--- config.mk ---
export PLATFORM = sky130hd
export DESIGN_NAME = shift_pin_sout
export DESIGN_NICKNAME = d
export VERILOG_FILES = /design/src/rtl/shift_pin_sout_pkg.sv /design/src/rtl/shift_pin_sout_sync_rise.sv /design/src/rtl/shift_pin_sout.sv
export SDC_FILE = /design/constraint.sdc
export NUM_CORES = 1
export LEC_CHECK = 0
export CELL_PAD_IN_SITES_DETAIL_PLACEMENT = 0
export CELL_PAD_IN_SITES_GLOBAL_PLACEMENT = 1
export CORE_UTILIZATION = 39
export DETAILED_ROUTE_END_ITERATION = 8
export PLACE_DENSITY = 0.73
export SYNTH_ARGS = -nofsm -noshare
export SYNTH_HDL_FRONTEND = slang
export SYNTH_HIERARCHICAL = 1
export SYNTH_SLANG_ARGS = --single-unit
--- constraint.sdc ---
create_clock -name clk -period 1.6 [get_ports clk]
set_clock_uncertainty 0.2 [all_clocks]
set_input_delay 0.32 -clock clk [delete_from_list [all_inputs] [get_ports clk]]
set_output_delay 0.32 -clock clk [all_outputs]
set_load 0.01 [all_outputs]
--- src/rtl/shift_pin_sout_pkg.sv ---
// Shared definitions for the shift_pin_sout transmit path: default sizes, FSM encoding
// and a constant clog2 helper.
package shift_pin_sout_pkg;

  localparam int unsigned DEF_WIDTH       = 8;
  localparam int unsigned DEF_SYNC_STAGES = 2;

  typedef enum logic {
    ST_IDLE  = 1'b0,
    ST_SHIFT = 1'b1
  } state_e;

  function automatic int unsigned clog2(input int unsigned value);
    int unsigned res;
    int unsigned v;
    res = 0;
    v   = (value > 0) ? value - 1 : 0;
    while (v > 0) begin
      res++;
      v = v >> 1;
    end
    return res;
  endfunction

endpackage

--- src/rtl/shift_pin_sout_sync_rise.sv ---
// Multi-flop synchroniser for an asynchronous pin followed by a single-cycle
// rising-edge pulse. All flops clear on synchronous reset.
module sync_rise #(
  parameter int unsigned SYNC_STAGES = 2
) (
  input  logic clk,
  input  logic reset,
  input  logic i_async,
  output logic o_rise
);

  logic [SYNC_STAGES-1:0] r_sync;
  logic                   r_prev;

  always_ff @(posedge clk) begin
    if (reset) begin
      r_sync <= '0;
      r_prev <= 1'b0;
    end else begin
      r_sync <= {r_sync[SYNC_STAGES-2:0], i_async};
      r_prev <= r_sync[SYNC_STAGES-1];
    end
  end

  assign o_rise = r_sync[SYNC_STAGES-1] & ~r_prev;

endmodule

--- src/rtl/shift_pin_sout.sv ---
// Parallel-in, serial-out byte transmitter towards the Pi, with a one-deep holding register.
// Define SHIFT_PIN_SOUT_PARITY_EN to append an odd-parity bit after the last data bit.
module shift_pin_sout
  import shift_pin_sout_pkg::*;
#(
  parameter int unsigned WIDTH       = DEF_WIDTH,
  parameter int unsigned SYNC_STAGES = DEF_SYNC_STAGES
) (
  input  logic             clk,
  input  logic             reset,
  input  logic [0:WIDTH-1] pdata,
  input  logic             pvalid,
  output logic             pready,
  input  logic             sclk,
  input  logic             sle,
  output logic             dout,
  output logic             busy,
  output logic             underrun
);

`ifdef SHIFT_PIN_SOUT_PARITY_EN
  localparam int unsigned FRAME = WIDTH + 1;
`else
  localparam int unsigned FRAME = WIDTH;
`endif
  localparam int unsigned       CNT_W    = clog2(FRAME + 1);
  localparam logic [CNT_W-1:0]  TERM_CNT = CNT_W'(FRAME);

  logic w_sclk_rise;
  logic w_sle_rise;

  sync_rise #(.SYNC_STAGES(SYNC_STAGES)) u_sync_sclk (
    .clk     (clk),
    .reset   (reset),
    .i_async (sclk),
    .o_rise  (w_sclk_rise)
  );

  sync_rise #(.SYNC_STAGES(SYNC_STAGES)) u_sync_sle (
    .clk     (clk),
    .reset   (reset),
    .i_async (sle),
    .o_rise  (w_sle_rise)
  );

  state_e           r_state, w_state_d;
  logic [0:WIDTH-1] r_hold, w_hold_d;
  logic             r_hold_valid, w_hold_valid_d;
  logic [0:FRAME-1] r_shift, w_shift_d;
  logic [CNT_W-1:0] r_cnt, w_cnt_d;
  logic             r_dout, w_dout_d;
  logic             r_busy, w_busy_d;
  logic             r_underrun, w_underrun_d;
  logic [0:FRAME-1] w_load_word;

  // An empty holding register loads zeros (and, with parity, a parity bit of 1).
`ifdef SHIFT_PIN_SOUT_PARITY_EN
  assign w_load_word = r_hold_valid ? {r_hold, ~^r_hold} : {{WIDTH{1'b0}}, 1'b1};
`else
  assign w_load_word = r_hold_valid ? r_hold : '0;
`endif

  always_comb begin
    w_state_d      = r_state;
    w_hold_d       = r_hold;
    w_hold_valid_d = r_hold_valid;
    w_shift_d      = r_shift;
    w_cnt_d        = r_cnt;
    w_dout_d       = r_dout;
    w_busy_d       = r_busy;
    w_underrun_d   = 1'b0;

    // Load has priority over a coincident shift and restarts any frame in flight.
    if (w_sle_rise) begin
      w_shift_d      = w_load_word;
      w_cnt_d        = '0;
      w_dout_d       = w_load_word[0];
      w_hold_valid_d = 1'b0;
      w_underrun_d   = ~r_hold_valid;
      w_busy_d       = 1'b1;
      w_state_d      = ST_SHIFT;
    end else if (r_state == ST_SHIFT && w_sclk_rise) begin
      w_shift_d = {r_shift[1:FRAME-1], 1'b0};
      w_cnt_d   = r_cnt + CNT_W'(1);
      if (w_cnt_d == TERM_CNT) begin
        w_dout_d  = 1'b0;
        w_busy_d  = 1'b0;
        w_state_d = ST_IDLE;
      end else begin
        w_dout_d = r_shift[1];
      end
    end

    // A write is only accepted into an empty holding register, so it never clobbers a load.
    if (pvalid && !r_hold_valid) begin
      w_hold_d       = pdata;
      w_hold_valid_d = 1'b1;
    end
  end

  always_ff @(posedge clk) begin
    if (reset) begin
      r_state      <= ST_IDLE;
      r_hold       <= '0;
      r_hold_valid <= 1'b0;
      r_shift      <= '0;
      r_cnt        <= '0;
      r_dout       <= 1'b0;
      r_busy       <= 1'b0;
      r_underrun   <= 1'b0;
    end else begin
      r_state      <= w_state_d;
      r_hold       <= w_hold_d;
      r_hold_valid <= w_hold_valid_d;
      r_shift      <= w_shift_d;
      r_cnt        <= w_cnt_d;
      r_dout       <= w_dout_d;
      r_busy       <= w_busy_d;
      r_underrun   <= w_underrun_d;
    end
  end

  assign pready   = ~r_hold_valid;
  assign dout     = r_dout;
  assign busy     = r_busy;
  assign underrun = r_underrun;

endmodule

======== Word level (Yosys, flattened, before mapping) ========
Index checks and enable logic that the tools add are counted.
word-level totals
  bits in registers ....................... 29
  output and inout bits ................... 4
operators by class
  add/subtract/negate cells ............... 1
  equality and inequality tests ........... 1
  mux-type cells .......................... 11
  bitwise operators ....................... 6
  reductions and logical operators ........ 9
operator list
  cell                                                           number
  7-bit two-way mux                                              2
  1-bit two-way mux                                              8
  8-bit two-way mux                                              1
  2-bit nonzero test                                             3
  4-bit by 1-bit adder with 4-bit output, second input constant  1
  4-bit equality test, second input constant                     1
  1-bit NOT                                                      4
  2-bit OR reduction                                             2
  1-bit AND                                                      2
  1-bit logical AND                                              2
  2-bit AND reduction                                            1
  1-bit logical NOT                                              1

======== Logic depth before layout (Yosys ltp) ========
  depth in word-level cells ............... 5
  mapped depth ............................ 6
  mapped depth without buffers ............ 5

======== By module ========
Netlist, hierarchy kept.
by module, submodules not included
  module          instances  cells each  area an instance (um^2)  seq. area each (um^2)
  shift_pin_sout  1          118         997.2                    460.4
  sync_rise       2          7           87.6                     60.1

======== Worst setup path after synthesis ========
Ideal clock, no wire load.
  path type ............................... register to register
  start ................................... register u_sync_sclk.r_sync[1]
  end ..................................... register r_cnt[2]
  arrival ................................. 986 ps
  data required time ...................... 1272 ps
  path slack .............................. 286 ps
  stages on the path, launching flop included .. 7
  clock period less this slack ............ 1314 ps
  cells stage by stage .................... dfxtp_1 nor2b_2 and2_4 buf_8 nand2_1 xor2_1 nor3_2
on the way
  cells in the longest elaborated chain, start to end .. 2
RTL lines
  item                    RTL line                        source
  start, declared         shift_pin_sout_sync_rise.sv:12  logic [SYNC_STAGES-1:0] r_sync;
  start signal, assigned  shift_pin_sout_sync_rise.sv:20  r_sync <= {r_sync[SYNC_STAGES-2:0], i_async};
  1-bit AND               shift_pin_sout_sync_rise.sv:25  assign o_rise = r_sync[SYNC_STAGES-1] & ~r_prev;
  named net w_sclk_rise   shift_pin_sout.sv:29            logic w_sclk_rise;
  1-bit logical AND       shift_pin_sout.sv:82            end else if (r_state == ST_SHIFT && w_sclk_rise) begin
  end signal, assigned    shift_pin_sout.sv:116           r_cnt <= w_cnt_d;
  end, declared           shift_pin_sout.sv:50            logic [CNT_W-1:0] r_cnt, w_cnt_d;
The timed path passes the listed nets, and every way through them passes these cells.
A chain may end at the register's enable or synchronous reset.

======== Worst setup path in the final report ========
  start ................................... register r_hold_valid
  end ..................................... output port pready
on the way
  cells in the longest elaborated chain, start to end .. 1
RTL lines
  item                    RTL line               source
  start, declared         shift_pin_sout.sv:48   logic r_hold_valid, w_hold_valid_d;
  start signal, assigned  shift_pin_sout.sv:114  r_hold_valid <= w_hold_valid_d;
  1-bit NOT               shift_pin_sout.sv:123  assign pready = ~r_hold_valid;
  end, declared           shift_pin_sout.sv:13   output logic pready,
Every way passes these cells.

==> out/results.tsv <==
metric	value	unit
rows	19	
status	complete, but fails checks	
cts_root_buf	clkbuf_4	
ys_seq_area_share	49.5	%
tns	0	ns
p_switching	315	uW
antenna_cells	0	
cp-end-kind	primary output	
area_delta_synth_final	22.5	%
wl_per_cell	11.5	um
clk_latency	0.32	ns
syn_inst	132	
hold_viol	0	
worst_pin_slew	0.257	ns
grt_pass1_vias	819	
dieHeight	56.8	um
cpPeakStageDelay	0.33	ns
viasPerCell	4.93	
cts_tree	built	
grt.total_usage	14.9	%
p_int	1070	uW
drtAntennaViolNets	0	
cp_num_buf_inv	2	
yosys_warnings	6	
drive_above_1_share	14.5	%
synth-seq-cells	29	
mappedNetlistArea	1170	um^2
routed_wl	2110	um
synth_nets	146	
drc	2	
combinationalPowerShare	9.3	%
leakage	0.000519	uW
avgSynthCellArea	8.88	um^2
cp.arrival	0.98	ns
cts_buffers	5	
dieWidth	56.8	um
antenna_found_initial	0	
dr.first_iter.drc_count	25	
dpl.hpwl	1410	um
drv_cap	0	
p_sw_share	22.8	%
slew_viol_final	0	
synth.distinct_cells	32	
clockBufferDepth	2	
fin_crit_sh	93.9	%
utilization	51.2	%
hold_path.class	reg2reg	
p_clk_share	35.9	%
clk_pin_slew	0.08	ns
layout.nets	165	
critPathSlowestCell	dfxtp_1	
fin_crit	1.50	ns
crit_path_cell_trace	inv_1, dlygate4sd2_1	
whs	0.257	ns
ir_drop	0.000487	V
grt_max_degree	30	
cts_sinks	29	
layout_commonest_cell	nand2_1	
grt_pass1_wl	3640	um
die-area	3230	um^2
io_pins	17	
gp_congestion	0.728	
finalSetupViolCount	0	
io_buffers	16	
cp_top_family	flip-flops	
grt_overflow_total	0	
dr.pass1.iters	6	
rsz0062_at_grt	false	
cts_hold_buf	0	
slew_headroom	82.6	%
vias	903	
initial_core_util	41.8	%
cts_resized	4	
core	2810	um^2
power	1380	uW
h-tree-depth	2	
crit_fanout	2	
start_kind	register	
postCtsSetupBuffers	0	
pwr-share-seq	54.8	%
violations	DRC	
worstPathRequired	1.08	ns
final_cell_mix	33 x nand2_1, 29 x dfxtp_1, 12 x clkdlybuf4s50_1	
fmax	665	MHz
n_fill_cell	290	
powerDensity	962	nW/um^2
crit_type	reg2out	
-- sequential cells by signal (all words and copies together) (netlist names) --
register	count
u_sync_sclk/r_prev	1
dout	1
underrun	1
r_shift	7
r_cnt	4
r_hold_valid	1
r_hold	8
busy	1
u_sync_sclk/r_sync	2
u_sync_sle/r_sync	2
u_sync_sle/r_prev	1
-- per-stage QoR --
stage / cell area [um^2] / instances / setup slack, ns
5_1_grt: 1440 / 183 / 0.0287
6_report: 1440 / 183 / 0.0973
4_1_cts: 1440 / 183 / 0.0788
3_5_place_dp: 1370 / 175 / 0.0566
3_3_place_gp: 1370 / 175 / 0.0807
2_1_floorplan: 1170 / 132 / 0.286
-- worst reg2reg max path: cells and delay by family (launching register included) --
kind,cells,cell delay [ns]
DFF,1,0.33
xor gates and xnor gates,1,0.15
and+or+nand+nor,4,0.68
-- synthesized netlist by cell type --
master	n	share of area (%)
buf_4	1	0.64
and2_4	1	0.75
inv_1	1	0.32
nand2_2	1	0.53
nor2_1	1	0.32
xor2_1	3	2.2
a21oi_2	5	3.7
nor2b_2	2	1.5
nand2b_1	1	0.53
nor3_1	4	1.7
ha_1	1	1.1
nor3b_1	1	0.64
o31ai_1	1	0.64
nor4b_1	1	0.75
nor3_2	1	0.85
nand3_1	8	3.4
dfxtp_1	29	50
xnor2_1	1	0.75
nor2b_1	7	3.7
nand2_1	33	11
o21ai_1	1	0.43
clkbuf_1	1	0.32
buf_1	2	0.64
mux2i_1	1	0.85
a311oi_1	1	0.75
a21o_1	6	3.8
nand3b_1	1	0.64
buf_8	1	1.3
buf_2	2	0.85
buf_6	1	0.96
nand4_1	1	0.53
a21oi_1	11	4.7
-- per-layer routing --
layer / global-route usage (%) / up-vias / wire, um
met5: 0 / - / 0
met4: 4.18 / 0 / 8
met3: 7.60 / 2 / 107
met2: 21.9 / 17 / 910
met1: 19.1 / 407 / 1080
li1: - / 477 / -
-- area by class of cell --
cell class | instances | area, um^2 | area share [%]
flip-flops and latches | 29 | 581 | 40.4
clock buffers | 7 | 65.1 | 4.53
repair buffers | 20 | 210 | 14.6
clock inverters | 1 | 5.00 | 0.348
multi-input cells | 94 | 533 | 37.1
inverters | 1 | 3.75 | 0.261
well taps | 31 | 38.8 | 2.70
-- cell families after synthesis --
kind of cell / synth area share, %
simple gates: 26.5
fa+ha+maj: 1.07
flops: 49.5
xor+xnor: 2.99
compound gates: 14.1
buf+inv: 5.02
mux: 0.854
-- worst paths after layout --
path         depth (start not counted)                        startpoint                              end  slack [ns]
min                                  1   u_sync_sle/r_sync[0]$_SDFF_PP0_  u_sync_sle/r_sync[1]$_SDFF_PP0_        0.26
max reg2reg                          5  u_sync_sclk/r_sync[1]$_SDFF_PP0_            r_cnt[3]$_SDFFE_PP0P_        0.18
min reg2reg                          1   u_sync_sle/r_sync[0]$_SDFF_PP0_  u_sync_sle/r_sync[1]$_SDFF_PP0_        0.26
max                                  2         r_hold_valid$_SDFFE_PP0P_                           pready         0.1
-- power groups by stage --
stage | Combinational (uW) | Clock [uW] | Sequential (uW)
floorplan | 66.8 | 0 | 774
global placement | 132 | 0 | 775
global route | 140 | 557 | 762
finish | 128 | 496 | 758
detailed placement | 133 | 0 | 775
CTS | 129 | 516 | 758
(Power assumes the default switching activity.)
